$ cat src/rtl/stebus_cycle_ctrl.sv
// STEbus master cycle sequencer: one ADRSTB*/DATSTB* cycle per decoded Z180 access, stretching the CPU via WAIT*.
// Build option: define STEBUS_TRFERR_EN to let TRFERR* terminate the data phase and pulse bus_err.
module stebus_cycle_ctrl #(
  parameter int SETUP_CYC   = 2,
  parameter int TIMEOUT_CYC = 32,
  parameter int CNT_W       = 6
) (
  input  logic       clk,
  input  logic       rst,
  input  logic       req,
  input  logic       req_wr,
  input  logic       req_io,
  input  logic       datack_n,
  input  logic       trferr_n,
  output logic [2:0] cm,
  output logic       adrstb_n,
  output logic       datstb_n,
  output logic       busdir,
  output logic       zwait_n,
  output logic       timeout,
  output logic       bus_err,
  output logic [1:0] state_dbg
);

  typedef enum logic [1:0] {
    S_IDLE = 2'd0,
    S_ADDR = 2'd1,
    S_DATA = 2'd2,
    S_DONE = 2'd3
  } state_t;

  localparam logic [CNT_W-1:0] SETUP_LAST = CNT_W'(SETUP_CYC - 1);
  localparam logic [CNT_W-1:0] TMO_LAST   = CNT_W'(TIMEOUT_CYC - 1);

  state_t           state_q, state_d;
  logic [CNT_W-1:0] cnt_q, cnt_d;
  logic [2:0]       cm_q, cm_d;
  logic             adrstb_n_q, adrstb_n_d;
  logic             datstb_n_q, datstb_n_d;
  logic             busdir_q, busdir_d;
  logic             zwait_n_q, zwait_n_d;
  logic             timeout_q, timeout_d;
  logic             bus_err_q, bus_err_d;
  logic             dack_s1_q, dack_s1_d;
  logic             dack_s2_q, dack_s2_d;
  logic             ack, err, end_cycle;

  assign ack = ~dack_s2_q;

`ifdef STEBUS_TRFERR_EN
  logic terr_s1_q, terr_s2_q;
  always_ff @(posedge clk) begin
    if (rst) begin
      terr_s1_q <= 1'b1;
      terr_s2_q <= 1'b1;
    end else begin
      terr_s1_q <= trferr_n;
      terr_s2_q <= terr_s1_q;
    end
  end
  assign err = ~terr_s2_q;
`else
  logic unused_trferr;
  assign unused_trferr = trferr_n;
  assign err = 1'b0;
`endif

  // Handshake: req stays high for the whole CPU access; the bus cycle completes when the
  // synchronised DATACK* is seen in DATA, and a new cycle needs req and ack both low first.
  always_comb begin
    state_d    = state_q;
    cnt_d      = cnt_q;
    cm_d       = cm_q;
    adrstb_n_d = adrstb_n_q;
    datstb_n_d = datstb_n_q;
    busdir_d   = busdir_q;
    zwait_n_d  = zwait_n_q;
    timeout_d  = 1'b0;
    bus_err_d  = 1'b0;
    dack_s1_d  = datack_n;
    dack_s2_d  = dack_s1_q;
    end_cycle  = 1'b0;
    case (state_q)
      S_IDLE: begin
        zwait_n_d = ~req;
        if (req && !ack) begin
          state_d    = S_ADDR;
          adrstb_n_d = 1'b0;
          cm_d       = {1'b1, ~req_io, ~req_wr};
          busdir_d   = ~req_wr;
          cnt_d      = '0;
        end
      end
      S_ADDR: begin
        if (!req) begin
          end_cycle = 1'b1;
        end else if (cnt_q == SETUP_LAST) begin
          state_d    = S_DATA;
          datstb_n_d = 1'b0;
          cnt_d      = '0;
        end else begin
          cnt_d = cnt_q + 1'b1;
        end
      end
      S_DATA: begin
        if (!req || ack) begin
          end_cycle = 1'b1;
        end else if (err) begin
          end_cycle = 1'b1;
          bus_err_d = 1'b1;
        end else if (cnt_q == TMO_LAST) begin
          end_cycle = 1'b1;
          timeout_d = 1'b1;
        end else begin
          cnt_d = cnt_q + 1'b1;
        end
      end
      S_DONE: begin
        // A still-asserted DATACK* would otherwise satisfy the next cycle instantly.
        if (!req && !ack) state_d = S_IDLE;
      end
      default: state_d = S_IDLE;
    endcase
    if (end_cycle) begin
      state_d    = S_DONE;
      adrstb_n_d = 1'b1;
      datstb_n_d = 1'b1;
      zwait_n_d  = 1'b1;
      cm_d       = 3'b000;
      busdir_d   = 1'b1;
      cnt_d      = '0;
    end
  end

  always_ff @(posedge clk) begin
    if (rst) begin
      state_q    <= S_IDLE;
      cnt_q      <= '0;
      cm_q       <= 3'b000;
      adrstb_n_q <= 1'b1;
      datstb_n_q <= 1'b1;
      busdir_q   <= 1'b1;
      zwait_n_q  <= 1'b1;
      timeout_q  <= 1'b0;
      bus_err_q  <= 1'b0;
      dack_s1_q  <= 1'b1;
      dack_s2_q  <= 1'b1;
    end else begin
      state_q    <= state_d;
      cnt_q      <= cnt_d;
      cm_q       <= cm_d;
      adrstb_n_q <= adrstb_n_d;
      datstb_n_q <= datstb_n_d;
      busdir_q   <= busdir_d;
      zwait_n_q  <= zwait_n_d;
      timeout_q  <= timeout_d;
      bus_err_q  <= bus_err_d;
      dack_s1_q  <= dack_s1_d;
      dack_s2_q  <= dack_s2_d;
    end
  end

  assign cm        = cm_q;
  assign adrstb_n  = adrstb_n_q;
  assign datstb_n  = datstb_n_q;
  assign busdir    = busdir_q;
  assign zwait_n   = zwait_n_q;
  assign timeout   = timeout_q;
  assign bus_err   = bus_err_q;
  assign state_dbg = state_q;

endmodule

$ cat config.mk
export PLATFORM = sky130hd
export DESIGN_NAME = stebus_cycle_ctrl
export DESIGN_NICKNAME = d
export VERILOG_FILES = /design/src/rtl/stebus_cycle_ctrl.sv
export SDC_FILE = /design/constraint.sdc
export NUM_CORES = 1
export LEC_CHECK = 0
export CELL_PAD_IN_SITES_DETAIL_PLACEMENT = 1
export CELL_PAD_IN_SITES_GLOBAL_PLACEMENT = 2
export CORE_ASPECT_RATIO = 1.5
export CORE_MARGIN = 1
export CORE_UTILIZATION = 31
export DETAILED_ROUTE_END_ITERATION = 16
export PLACE_DENSITY = 0.82
export SYNTH_ARGS = -nofsm -noshare
export SYNTH_HDL_FRONTEND = slang
export SYNTH_SLANG_ARGS = --single-unit
$ cat constraint.sdc
create_clock -name clk -period 4.6 [get_ports clk]
set_clock_uncertainty 0.05 [all_clocks]
set_input_delay 0.92 -clock clk [delete_from_list [all_inputs] [get_ports clk]]
set_output_delay 0.92 -clock clk [all_outputs]
set_load 0.005 [all_outputs]
==> results of run 1 <==
[state kept, by name (all words and copies together), names as in the netlist]
signal,cells
cnt_q,6
cm,3
datstb_n,1
timeout,1
busdir,1
state_dbg,2
adrstb_n,1
dack_s2_q,1
zwait_n,1
dack_s1_q,1
[power by group through the flow]
stage          sequential (W)  clock [W]  combinational [W]
2_1_floorplan        0.000206          0           0.000123
6_report             0.000204   0.000130           0.000198
5_1_grt              0.000208   0.000142           0.000220
3_5_place_dp         0.000208          0           0.000196
3_3_place_gp         0.000206          0           0.000194
4_1_cts              0.000205   0.000136           0.000199
[worst max-delay path by stage]
stage                          end  slack, ps
final                     adrstb_n       1830
after global routing      adrstb_n       1650
after CTS                 adrstb_n       1820
after detailed placement  adrstb_n       1570
after global placement    adrstb_n       1590
after floorplan           adrstb_n       2570
[per-stage QoR]
step / hold slack [ps] / utilization
2_1_floorplan: 339.5 / -
3_3_place_gp: 350.0 / 0.3927
3_5_place_dp: 351.0 / 0.3927
4_1_cts: 375.9 / 0.4135
5_1_grt: 402.3 / 0.4135
6_report: 373.6 / 0.4135
[Yosys cell counts, drive strengths merged]
cell	instances
dfxtp	18
and3	4
mux2	1
nand3	4
a21oi	5
nand4	2
o21ai	4
a222oi	2
a2111oi	1
a221o	1
or2	2
o21a	1
o211a	2
xor2	5
nor3b	1
nand2b	1
or3	1
o22ai	1
ha	6
buf	2
nand2	13
inv	4
a211oi	1
nor2	9
conb	1
nand4b	1
nor4	1
nor3	1
nor2b	2
clkbuf	1
[routing by layer]
metal / vias to the layer above / global-route usage / part of all wire
met5: - / 0 / 0
met4: 0 / 0.07955 / 0.011
met3: 2 / 0.02981 / 0.043
li1: 374 / - / -
met1: 379 / 0.1785 / 0.41
met2: 17 / 0.2518 / 0.54
[worst max-delay path: stages]
cell and delay (ps):
sky130_fd_sc_hd__clkdlybuf4s50_1 580, sky130_fd_sc_hd__nand2_1 160, sky130_fd_sc_hd__a21oi_2 320, sky130_fd_sc_hd__nand2_1 190, sky130_fd_sc_hd__a21oi_1 500, sky130_fd_sc_hd__o21ai_0 160
[cells by family after synthesis]
kind of cell	count (synthesis)	share of synthesized area
compound gates	18	0.1499
xor+xnor	5	0.05094
simple gates	42	0.2387
fa+ha+maj	6	0.08733
mux	1	0.01310
flops	18	0.4192
buf+inv	7	0.03638
other cells	1	0.004363
[cell type report]
class	count	area (um^2)	share of cell area
Multi-Input combinational cell	73	467.9	0.4274
Inverter	4	15.01	0.01371
Tap cell	37	46.29	0.04229
Sequential cell	18	360.3	0.3291
Clock buffer	4	55.05	0.05029
Timing Repair Buffer	15	150.1	0.1371
==> impl_metrics.prom, run 1 <==
# TYPE chip_impl_metric gauge
chip_impl_metric{name="fmax",unit="MHz"} 361.1
chip_impl_metric{name="period_needed",unit="ps"} 2770
chip_impl_metric{name="tritoncts_sinks",unit=""} 18
chip_impl_metric{name="grt.overflow.total",unit=""} 0
chip_impl_metric{name="dieArea",unit="um^2"} 2992
chip_impl_metric{name="post-route-period-util",unit=""} 0.6021
chip_impl_metric{name="worstPathMaxFanout",unit=""} 7
chip_impl_metric{name="clockPowerShare",unit=""} 0.244
chip_impl_metric{name="synth_seq_cells",unit=""} 18
chip_impl_info{name="mostFrequentLayoutCell",value="sky130_fd_sc_hd__dfxtp_1"} 1
chip_impl_metric{name="internal-power",unit="W"} 0.0003542
chip_impl_metric{name="drv_cap",unit=""} 0
chip_impl_metric{name="power.share.switching",unit=""} 0.3341
chip_impl_metric{name="finalWirelength",unit="um"} 2020
chip_impl_metric{name="routed-via-count",unit=""} 772
chip_impl_metric{name="leakagePower",unit="nW"} 0.4517
chip_impl_metric{name="clockBufferDepth",unit=""} 2
chip_impl_metric{name="drt-initial-drc-count",unit=""} 10
chip_impl_info{name="rsz0062_at_grt",value="no"} 1
chip_impl_metric{name="areaGrowthSynthToFinish",unit="%"} 27.37
chip_impl_metric{name="ctsResizeCount",unit=""} 0
chip_impl_metric{name="wire_length_of_the_first_global_routing_pass",unit="um"} 3284
chip_impl_info{name="run_status",value="completed"} 1
chip_impl_metric{name="place.detailed.hpwl",unit="um"} 1483
chip_impl_info{name="capture_instance_of_the_worst_register_to_register_path",value="adrstb_n"} 1
chip_impl_info{name="ctsRootBufferMaster",value="sky130_fd_sc_hd__clkbuf_8"} 1
chip_impl_metric{name="ir_drop",unit="mV"} 0.2935
chip_impl_metric{name="slew-limit-headroom",unit=""} 0.6365
chip_impl_metric{name="post_drt_via_cell_ratio",unit=""} 5.113
chip_impl_metric{name="io_buffers",unit=""} 15
chip_impl_metric{name="detailed_place.area",unit="um^2"} 1040
chip_impl_metric{name="cts-htree-levels",unit=""} 1
chip_impl_metric{name="post_cts.repair.setup_buffers",unit=""} 0
chip_impl_metric{name="timing_worst_slew_pin_value",unit="ps"} 545.3
chip_impl_metric{name="synth_fp_nets",unit=""} 111
chip_impl_metric{name="floorplan.die.height",unit="um"} 66.49
chip_impl_metric{name="hold_viol_final",unit=""} 0
chip_impl_metric{name="final_max_slew_violation_count",unit=""} 0
chip_impl_metric{name="cp_data_required_time",unit="ps"} 4660
chip_impl_metric{name="seq_power_share",unit=""} 0.384
chip_impl_metric{name="remaining_drc_errors",unit=""} 0
chip_impl_info{name="worstReg2RegStart",value="state_dbg[1]"} 1
chip_impl_metric{name="pin_count_of_the_biggest_net_entering_global_routing",unit=""} 11
chip_impl_metric{name="timing.reg2reg.worst_path_depth",unit=""} 7
chip_impl_info{name="crit_type",value="in2reg"} 1
chip_impl_metric{name="postLayoutSetupSlackWorst",unit="ps"} 1831
chip_impl_metric{name="detail_route.wl_per_cell",unit="um"} 13.38
chip_impl_metric{name="total_clock_buffers_created_by_cts",unit=""} 3
chip_impl_metric{name="initial_standard_cell_utilization_of_the_core",unit=""} 0.3247
chip_impl_metric{name="core",unit="um^2"} 2648
chip_impl_metric{name="fin_area",unit="um^2"} 1095
chip_impl_info{name="most-common-layout-cells",value="sky130_fd_sc_hd__dfxtp_1, sky130_fd_sc_hd__clkdlybuf4s50_1, sky130_fd_sc_hd__nand2_1"} 1
chip_impl_metric{name="power.share.combinational",unit=""} 0.372
chip_impl_metric{name="antenna_diode_instance_count",unit=""} 0
chip_impl_metric{name="clk-insertion-delay-late",unit="ps"} 250
chip_impl_metric{name="post-place-ws",unit="ps"} 1571
chip_impl_metric{name="critical_path_arrival",unit="ps"} 2830
chip_impl_metric{name="synth_cell_types",unit=""} 32
chip_impl_metric{name="synth_top_area_frac",unit=""} 0.4192
chip_impl_info{name="hold_end",value="dack_s2_q"} 1
chip_impl_metric{name="finalPower",unit="W"} 0.0005319
chip_impl_info{name="worst_hold_startpoint",value="dack_s1_q"} 1
chip_impl_info{name="timing.critical_path.from_type",value="input pin"} 1
chip_impl_info{name="synth_top_area_cell",value="sky130_fd_sc_hd__dfxtp_1"} 1
chip_impl_metric{name="num-fill-cells",unit=""} 344
chip_impl_metric{name="switching_power",unit="W"} 0.0001777
chip_impl_metric{name="drt_pre_antenna_iters",unit=""} 4
chip_impl_metric{name="io_pins",unit=""} 18
chip_impl_metric{name="gpl.final_weighted_congestion",unit=""} 0.7711
chip_impl_metric{name="cts.reportedPaths.clkPinSlew",unit="ps"} 70
chip_impl_info{name="cts_tree",value="built"} 1
chip_impl_metric{name="grtUsageTotal",unit=""} 0.1520
chip_impl_metric{name="seq_total_area_yosys",unit=""} 0.4192
chip_impl_metric{name="avgSynthCellArea",unit="um^2"} 8.771
chip_impl_info{name="timing.critical_path.from",value="req"} 1
chip_impl_metric{name="num-nets-final",unit=""} 128
chip_impl_metric{name="placed_cells",unit=""} 147
chip_impl_info{name="hold_path.class",value="reg2reg"} 1
chip_impl_metric{name="syn_area",unit="um^2"} 859.6
chip_impl_metric{name="ys_warn_count",unit=""} 0
chip_impl_metric{name="ff2ff_setup_slack",unit="ps"} 2360
chip_impl_metric{name="grt_antenna_before_repair",unit=""} 0
chip_impl_metric{name="post_synth_inst_count",unit=""} 98
chip_impl_metric{name="vias_in_the_first_global_route",unit=""} 741
chip_impl_metric{name="final-setup-viol-count",unit=""} 0
chip_impl_metric{name="number_of_placement_rows",unit=""} 23
chip_impl_metric{name="route.antenna.remaining_nets",unit=""} 0
chip_impl_info{name="post_synth_main_area_contributors",value="sky130_fd_sc_hd__dfxtp_1, sky130_fd_sc_hd__ha_1, sky130_fd_sc_hd__nand2_1, sky130_fd_sc_hd__xor2_1, sky130_fd_sc_hd__nor2_1"} 1
chip_impl_metric{name="layout.cells.non_filler",unit=""} 151
chip_impl_metric{name="finalSetupTns",unit="ps"} 0
chip_impl_metric{name="floorplan.die.width",unit="um"} 45.00
chip_impl_metric{name="power_density",unit="nW/um^2"} 485.8
chip_impl_metric{name="postCtsHoldBufs",unit=""} 0
chip_impl_metric{name="worstHoldPathCells",unit=""} 1
chip_impl_info{name="cp-end-kind",value="flop"} 1
chip_impl_metric{name="share_of_post_route_cells_with_drive_strength_above_1",unit=""} 0.07018
Power figures use the tool's default switching activity.
==> run 2: changes to the inputs <==
--- a/config.mk
+++ b/config.mk
@@ -9,9 +9,9 @@
 export CELL_PAD_IN_SITES_GLOBAL_PLACEMENT = 2
 export CORE_ASPECT_RATIO = 1.5
 export CORE_MARGIN = 1
-export CORE_UTILIZATION = 31
+export CORE_UTILIZATION = 26
 export DETAILED_ROUTE_END_ITERATION = 16
-export PLACE_DENSITY = 0.82
+export PLACE_DENSITY = 0.74
 export SYNTH_ARGS = -nofsm -noshare
 export SYNTH_HDL_FRONTEND = slang
 export SYNTH_SLANG_ARGS = --single-unit
==> constraint.sdc (replaced) <==
create_clock -name clk -period 2.26 [get_ports clk]
set_clock_uncertainty 0.05 [all_clocks]
set_input_delay 0.452 -clock clk [delete_from_list [all_inputs] [get_ports clk]]
set_output_delay 0.452 -clock clk [all_outputs]
set_load 0.005 [all_outputs]
==> impl_metrics.prom, run 2 (synthesis gave the netlist of run 1 again) <==
# TYPE chip_impl_metric gauge
chip_impl_metric{name="routed-via-count",unit=""} 775
chip_impl_metric{name="drt_pre_antenna_iters",unit=""} 4
chip_impl_metric{name="antenna_diode_instance_count",unit=""} 0
chip_impl_metric{name="grtUsageTotal",unit=""} 0.1399
chip_impl_metric{name="num-nets-final",unit=""} 133
chip_impl_metric{name="floorplan.die.height",unit="um"} 72.42
chip_impl_metric{name="layout.cells.non_filler",unit=""} 159
chip_impl_metric{name="dieArea",unit="um^2"} 3545
chip_impl_info{name="cts_tree",value="built"} 1
chip_impl_info{name="rsz0062_at_grt",value="no"} 1
chip_impl_metric{name="pin_count_of_the_biggest_net_entering_global_routing",unit=""} 11
chip_impl_metric{name="num-fill-cells",unit=""} 368
chip_impl_metric{name="tritoncts_sinks",unit=""} 18
chip_impl_metric{name="postLayoutSetupSlackWorst",unit="ps"} 233.3
chip_impl_info{name="most-common-layout-cells",value="sky130_fd_sc_hd__dfxtp_1, sky130_fd_sc_hd__clkdlybuf4s50_1, sky130_fd_sc_hd__nand2_1"} 1
chip_impl_metric{name="final_max_slew_violation_count",unit=""} 0
chip_impl_info{name="critical_path.cell_chain",value="ha_1 > nand3_1 > or3_1 > and3_1 > a221o_1 > nor2_1"} 1
chip_impl_metric{name="power_density",unit="nW/um^2"} 991.3
chip_impl_metric{name="timing.reg2reg.worst_path_depth",unit=""} 6
chip_impl_metric{name="clk-insertion-delay-late",unit="ps"} 250
chip_impl_metric{name="placed_cells",unit=""} 155
chip_impl_metric{name="critical_path_arrival",unit="ps"} 2170
chip_impl_metric{name="finalWirelength",unit="um"} 2177
chip_impl_metric{name="cp_data_required_time",unit="ps"} 2400
chip_impl_info{name="hold_path.class",value="reg2reg"} 1
chip_impl_metric{name="core",unit="um^2"} 3159
chip_impl_metric{name="post-place-ws",unit="ps"} 20.72
chip_impl_metric{name="initial_standard_cell_utilization_of_the_core",unit=""} 0.2721
chip_impl_metric{name="cts.reportedPaths.clkPinSlew",unit="ps"} 70
chip_impl_metric{name="finalPower",unit="W"} 0.001126
chip_impl_info{name="mostFrequentLayoutCell",value="sky130_fd_sc_hd__dfxtp_1"} 1
chip_impl_metric{name="remaining_drc_errors",unit=""} 0
chip_impl_metric{name="route.antenna.remaining_nets",unit=""} 0
chip_impl_metric{name="final-setup-viol-count",unit=""} 0
chip_impl_metric{name="post-route-period-util",unit=""} 0.8968
chip_impl_info{name="crit_type",value="reg2reg"} 1
chip_impl_info{name="run_status",value="completed"} 1
chip_impl_info{name="cp_slowest_cell",value="sky130_fd_sc_hd__or3_1"} 1
chip_impl_metric{name="io_pins",unit=""} 18
chip_impl_metric{name="finalCoreUtilization",unit=""} 0.3596
chip_impl_metric{name="drt-initial-drc-count",unit=""} 13
chip_impl_metric{name="detail_route.wl_per_cell",unit="um"} 13.69
chip_impl_metric{name="worstPathMaxFanout",unit=""} 8
chip_impl_metric{name="fmax",unit="MHz"} 493.4
chip_impl_metric{name="share_of_post_route_cells_with_drive_strength_above_1",unit=""} 0.1092
chip_impl_metric{name="floorplan.die.width",unit="um"} 48.95
chip_impl_metric{name="clockBufferDepth",unit=""} 2
chip_impl_metric{name="post_cts.repair.setup_buffers",unit=""} 0
chip_impl_metric{name="grt.overflow.total",unit=""} 0
chip_impl_metric{name="total_clock_buffers_created_by_cts",unit=""} 3
chip_impl_metric{name="gpl.final_weighted_congestion",unit=""} 0.7322
chip_impl_metric{name="postCtsHoldBufs",unit=""} 0
chip_impl_metric{name="ir_drop",unit="mV"} 0.4837
chip_impl_metric{name="finalSetupTns",unit="ps"} 0
chip_impl_metric{name="max_stage_delay",unit="ps"} 490
chip_impl_metric{name="period_needed",unit="ps"} 2027
chip_impl_metric{name="cts-htree-levels",unit=""} 1
chip_impl_info{name="max_flop_register",value="cnt_q"} 1
chip_impl_metric{name="post_drt_via_cell_ratio",unit=""} 4.874
chip_impl_metric{name="hold_viol_final",unit=""} 0
chip_impl_metric{name="vias_in_the_first_global_route",unit=""} 833
chip_impl_info{name="ctsRootBufferMaster",value="sky130_fd_sc_hd__clkbuf_8"} 1
chip_impl_metric{name="leakagePower",unit="nW"} 0.4750
chip_impl_metric{name="grt_antenna_before_repair",unit=""} 0
chip_impl_metric{name="largest_register_ff_count",unit=""} 6
chip_impl_metric{name="io_buffers",unit=""} 15
chip_impl_metric{name="ctsResizeCount",unit=""} 0
chip_impl_metric{name="wire_length_of_the_first_global_routing_pass",unit="um"} 3760
chip_impl_metric{name="place.detailed.hpwl",unit="um"} 1674
chip_impl_info{name="timing.critical_path.from_type",value="flop"} 1
chip_impl_info{name="cp-end-kind",value="flop"} 1
chip_impl_metric{name="number_of_placement_rows",unit=""} 25
chip_impl_metric{name="areaGrowthSynthToFinish",unit="%"} 32.17
chip_impl_metric{name="worstHoldPathCells",unit=""} 1
chip_impl_metric{name="drv_cap",unit=""} 0
[run 2: stage by stage]
stage	instance area, um^2	hold WS, ps
finish	1136	365.0
global route	1136	374.1
CTS	1136	368.9
detailed placement	1081	347.2
global placement	1081	349.7
floorplan	859.6	339.5
[run 2: final cells by class]
cell class / instances / area, um^2 / share of cell area
Timing Repair Buffer: 20 / 187.7 / 0.1652
Tap cell: 40 / 50.05 / 0.04405
Multi-Input combinational cell: 73 / 467.9 / 0.4119
Clock buffer: 4 / 55.05 / 0.04846
Sequential cell: 18 / 360.3 / 0.3172
Inverter: 4 / 15.01 / 0.01322
[run 2: final timing paths]
check	endpoint	slack [ps]	startpoint
max	cnt_q[1]	230	cnt_q[0]
min	dack_s2_q	370	dack_s1_q
max reg2reg	cnt_q[1]	230	cnt_q[0]
min reg2reg	dack_s2_q	370	dack_s1_q
[run 2: critical path: cells and delay by family, from the launching register on]
family                     cells  cell delay, ps
AOI/OAI and AO/OA              1             390
DFF                            1             420
adders and majority gates      1             200
and+or+nand+nor                4             920
[run 2: layer usage]
metal / wire (um) / part of all wire / up-vias / GRT usage
met4: 40 / 0.018 / 0 / 0.06536
met5: 0 / 0 / - / 0
li1: - / - / 385 / -
met2: 1184 / 0.54 / 16 / 0.2701
met1: 882 / 0.41 / 370 / 0.1418
met3: 70 / 0.032 / 4 / 0.02725
[run 2: where the power goes]
| part | internal, W | total (W) | switching (W) |
|---|---|---|---|
| logic | 0.000222 | 0.000444 | 0.000222 |
| registers | 0.000371 | 0.000418 | 0.0000467 |
| clock network | 0.000155 | 0.000265 | 0.000110 |
==> run 3: changes to the inputs <==
--- a/config.mk
+++ b/config.mk
@@ -12,6 +12,7 @@
 export CORE_UTILIZATION = 26
 export DETAILED_ROUTE_END_ITERATION = 16
 export PLACE_DENSITY = 0.74
+export RECOVER_POWER = 50
 export SYNTH_ARGS = -nofsm -noshare
 export SYNTH_HDL_FRONTEND = slang
 export SYNTH_SLANG_ARGS = --single-unit
==> impl_metrics.prom, run 3 (synthesis gave the netlist of run 1 again) <==
# TYPE chip_impl_metric gauge
chip_impl_info{name="cp-end-kind",value="flop"} 1
chip_impl_info{name="hold_path.class",value="reg2reg"} 1
chip_impl_metric{name="drv_cap",unit=""} 0
chip_impl_metric{name="number_of_placement_rows",unit=""} 25
chip_impl_metric{name="gpl.final_weighted_congestion",unit=""} 0.7322
chip_impl_metric{name="largest_register_ff_count",unit=""} 6
chip_impl_metric{name="cts-htree-levels",unit=""} 1
chip_impl_metric{name="areaGrowthSynthToFinish",unit="%"} 32.17
chip_impl_metric{name="hold_viol_final",unit=""} 0
chip_impl_metric{name="io_pins",unit=""} 18
chip_impl_metric{name="wire_length_of_the_first_global_routing_pass",unit="um"} 3760
chip_impl_metric{name="leakagePower",unit="nW"} 0.4826
chip_impl_metric{name="final-setup-viol-count",unit=""} 0
chip_impl_metric{name="place.detailed.hpwl",unit="um"} 1674
chip_impl_metric{name="finalSetupTns",unit="ps"} 0
chip_impl_metric{name="grtUsageTotal",unit=""} 0.1399
chip_impl_metric{name="post_drt_via_cell_ratio",unit=""} 4.874
chip_impl_metric{name="grt_antenna_before_repair",unit=""} 0
chip_impl_metric{name="remaining_drc_errors",unit=""} 0
chip_impl_metric{name="vias_in_the_first_global_route",unit=""} 833
chip_impl_metric{name="finalWirelength",unit="um"} 2169
chip_impl_metric{name="detail_route.wl_per_cell",unit="um"} 13.64
chip_impl_info{name="mostFrequentLayoutCell",value="sky130_fd_sc_hd__dfxtp_1"} 1
chip_impl_metric{name="period_needed",unit="ps"} 2027
chip_impl_metric{name="ff2ff_setup_slack",unit="ps"} 230
chip_impl_metric{name="timing.reg2reg.worst_path_depth",unit=""} 6
chip_impl_metric{name="cp_data_required_time",unit="ps"} 2400
chip_impl_info{name="run_status",value="completed"} 1
chip_impl_metric{name="worstPathMaxFanout",unit=""} 8
chip_impl_metric{name="dieArea",unit="um^2"} 3545
chip_impl_metric{name="pin_count_of_the_biggest_net_entering_global_routing",unit=""} 11
chip_impl_metric{name="power_density",unit="nW/um^2"} 976.1
chip_impl_metric{name="drt_pre_antenna_iters",unit=""} 4
chip_impl_metric{name="clockBufferDepth",unit=""} 2
chip_impl_metric{name="total_clock_buffers_created_by_cts",unit=""} 3
chip_impl_metric{name="route.antenna.remaining_nets",unit=""} 0
chip_impl_metric{name="fmax",unit="MHz"} 493.4
chip_impl_metric{name="ir_drop",unit="mV"} 0.4733
chip_impl_metric{name="grt.overflow.total",unit=""} 0
chip_impl_info{name="worst_hold_startpoint",value="dack_s1_q"} 1
chip_impl_metric{name="floorplan.die.width",unit="um"} 48.95
chip_impl_metric{name="worstHoldPathCells",unit=""} 1
chip_impl_metric{name="routed-via-count",unit=""} 775
chip_impl_metric{name="num-nets-final",unit=""} 133
chip_impl_metric{name="ctsResizeCount",unit=""} 0
chip_impl_metric{name="tritoncts_sinks",unit=""} 18
chip_impl_metric{name="floorplan.die.height",unit="um"} 72.42
chip_impl_metric{name="clk-insertion-delay-late",unit="ps"} 250
chip_impl_metric{name="cts.reportedPaths.clkPinSlew",unit="ps"} 70
chip_impl_info{name="worstReg2RegStart",value="cnt_q[0]"} 1
chip_impl_metric{name="finalPower",unit="W"} 0.001109
chip_impl_metric{name="core",unit="um^2"} 3159
chip_impl_info{name="most-common-layout-cells",value="sky130_fd_sc_hd__dfxtp_1, sky130_fd_sc_hd__nand2_1, sky130_fd_sc_hd__dlygate4sd3_1"} 1
chip_impl_metric{name="post-route-period-util",unit=""} 0.8967
chip_impl_info{name="capture_instance_of_the_worst_register_to_register_path",value="cnt_q[1]"} 1
chip_impl_metric{name="drt-initial-drc-count",unit=""} 13
chip_impl_metric{name="antenna_diode_instance_count",unit=""} 0
chip_impl_info{name="rsz0062_at_grt",value="no"} 1
chip_impl_metric{name="postCtsHoldBufs",unit=""} 0
chip_impl_metric{name="critical_path_arrival",unit="ps"} 2170
chip_impl_metric{name="io_buffers",unit=""} 15
chip_impl_metric{name="num-fill-cells",unit=""} 368
chip_impl_info{name="timing.critical_path.from_type",value="flop"} 1
chip_impl_info{name="crit_type",value="reg2reg"} 1
chip_impl_metric{name="initial_standard_cell_utilization_of_the_core",unit=""} 0.2721
chip_impl_metric{name="final_max_slew_violation_count",unit=""} 0
chip_impl_info{name="max_flop_register",value="cnt_q"} 1
chip_impl_info{name="cts_tree",value="built"} 1
chip_impl_metric{name="post_cts.repair.setup_buffers",unit=""} 0
chip_impl_info{name="hold_end",value="dack_s2_q"} 1
chip_impl_metric{name="share_of_post_route_cells_with_drive_strength_above_1",unit=""} 0.1092
chip_impl_info{name="ctsRootBufferMaster",value="sky130_fd_sc_hd__clkbuf_8"} 1
==> run 3: metrics by stage <==
stage / util / cells / hold WS [ps] / cell area, um^2 / worst slack, ps
after floorplan: - / 98 / 339.5 / 859.6 / 452.5
after global placement: 0.3422 / 155 / 349.7 / 1081 / 70.44
after detailed placement: 0.3422 / 155 / 347.2 / 1081 / 20.72
after CTS: 0.3596 / 159 / 368.9 / 1136 / 199.8
after global routing: 0.3596 / 159 / 374.1 / 1136 / 42.75
final: 0.3596 / 159 / 365.0 / 1136 / 233.4
==> run 3: layer usage <==
metal / GRT usage / vias up / routed length (um)
met5: 0 / - / 0
li1: - / 385 / -
met1: 0.1418 / 370 / 878
met4: 0.06536 / 0 / 40
met2: 0.2701 / 16 / 1182
met3: 0.02725 / 4 / 67
==> run 3: area by class of cell <==
cell class | instances | area, um^2 | share of cell area
Multi-Input combinational cell | 73 | 467.9 | 0.4119
Sequential cell | 18 | 360.3 | 0.3172
Timing Repair Buffer | 20 | 187.7 | 0.1652
Clock buffer | 4 | 55.05 | 0.04846
Tap cell | 40 | 50.05 | 0.04405
Inverter | 4 | 15.01 | 0.01322
==> run 3: worst max-delay path, cell delays in order (launching register included) <==
cell	delay [ps]
sky130_fd_sc_hd__dfxtp_1	420
sky130_fd_sc_hd__ha_1	200
sky130_fd_sc_hd__nand3_1	90
sky130_fd_sc_hd__or3_1	490
sky130_fd_sc_hd__and3_1	210
sky130_fd_sc_hd__a221o_1	390
sky130_fd_sc_hd__nor2_1	130
==> run 3: how the worst max path moves through the flow <==
stage	start	endpoint	slack (ps)	cells past startpoint
global placement	req	cnt_q[1]	70	7
finish	cnt_q[0]	cnt_q[1]	230	6
CTS	cnt_q[0]	cnt_q[0]	200	6
global route	cnt_q[0]	cnt_q[5]	40	6
floorplan	cnt_q[0]	cnt_q[0]	450	7
detailed placement	req	state_dbg[1]	20	7
==> run 3: power by group <==
group | total, W | leakage, nW | internal (W) | switching [W]
logic | 0.000429 | 0.306 | 0.000207 | 0.000222
registers | 0.000415 | 0.147 | 0.000371 | 0.0000447
clock network | 0.000264 | 0.0288 | 0.000155 | 0.000110
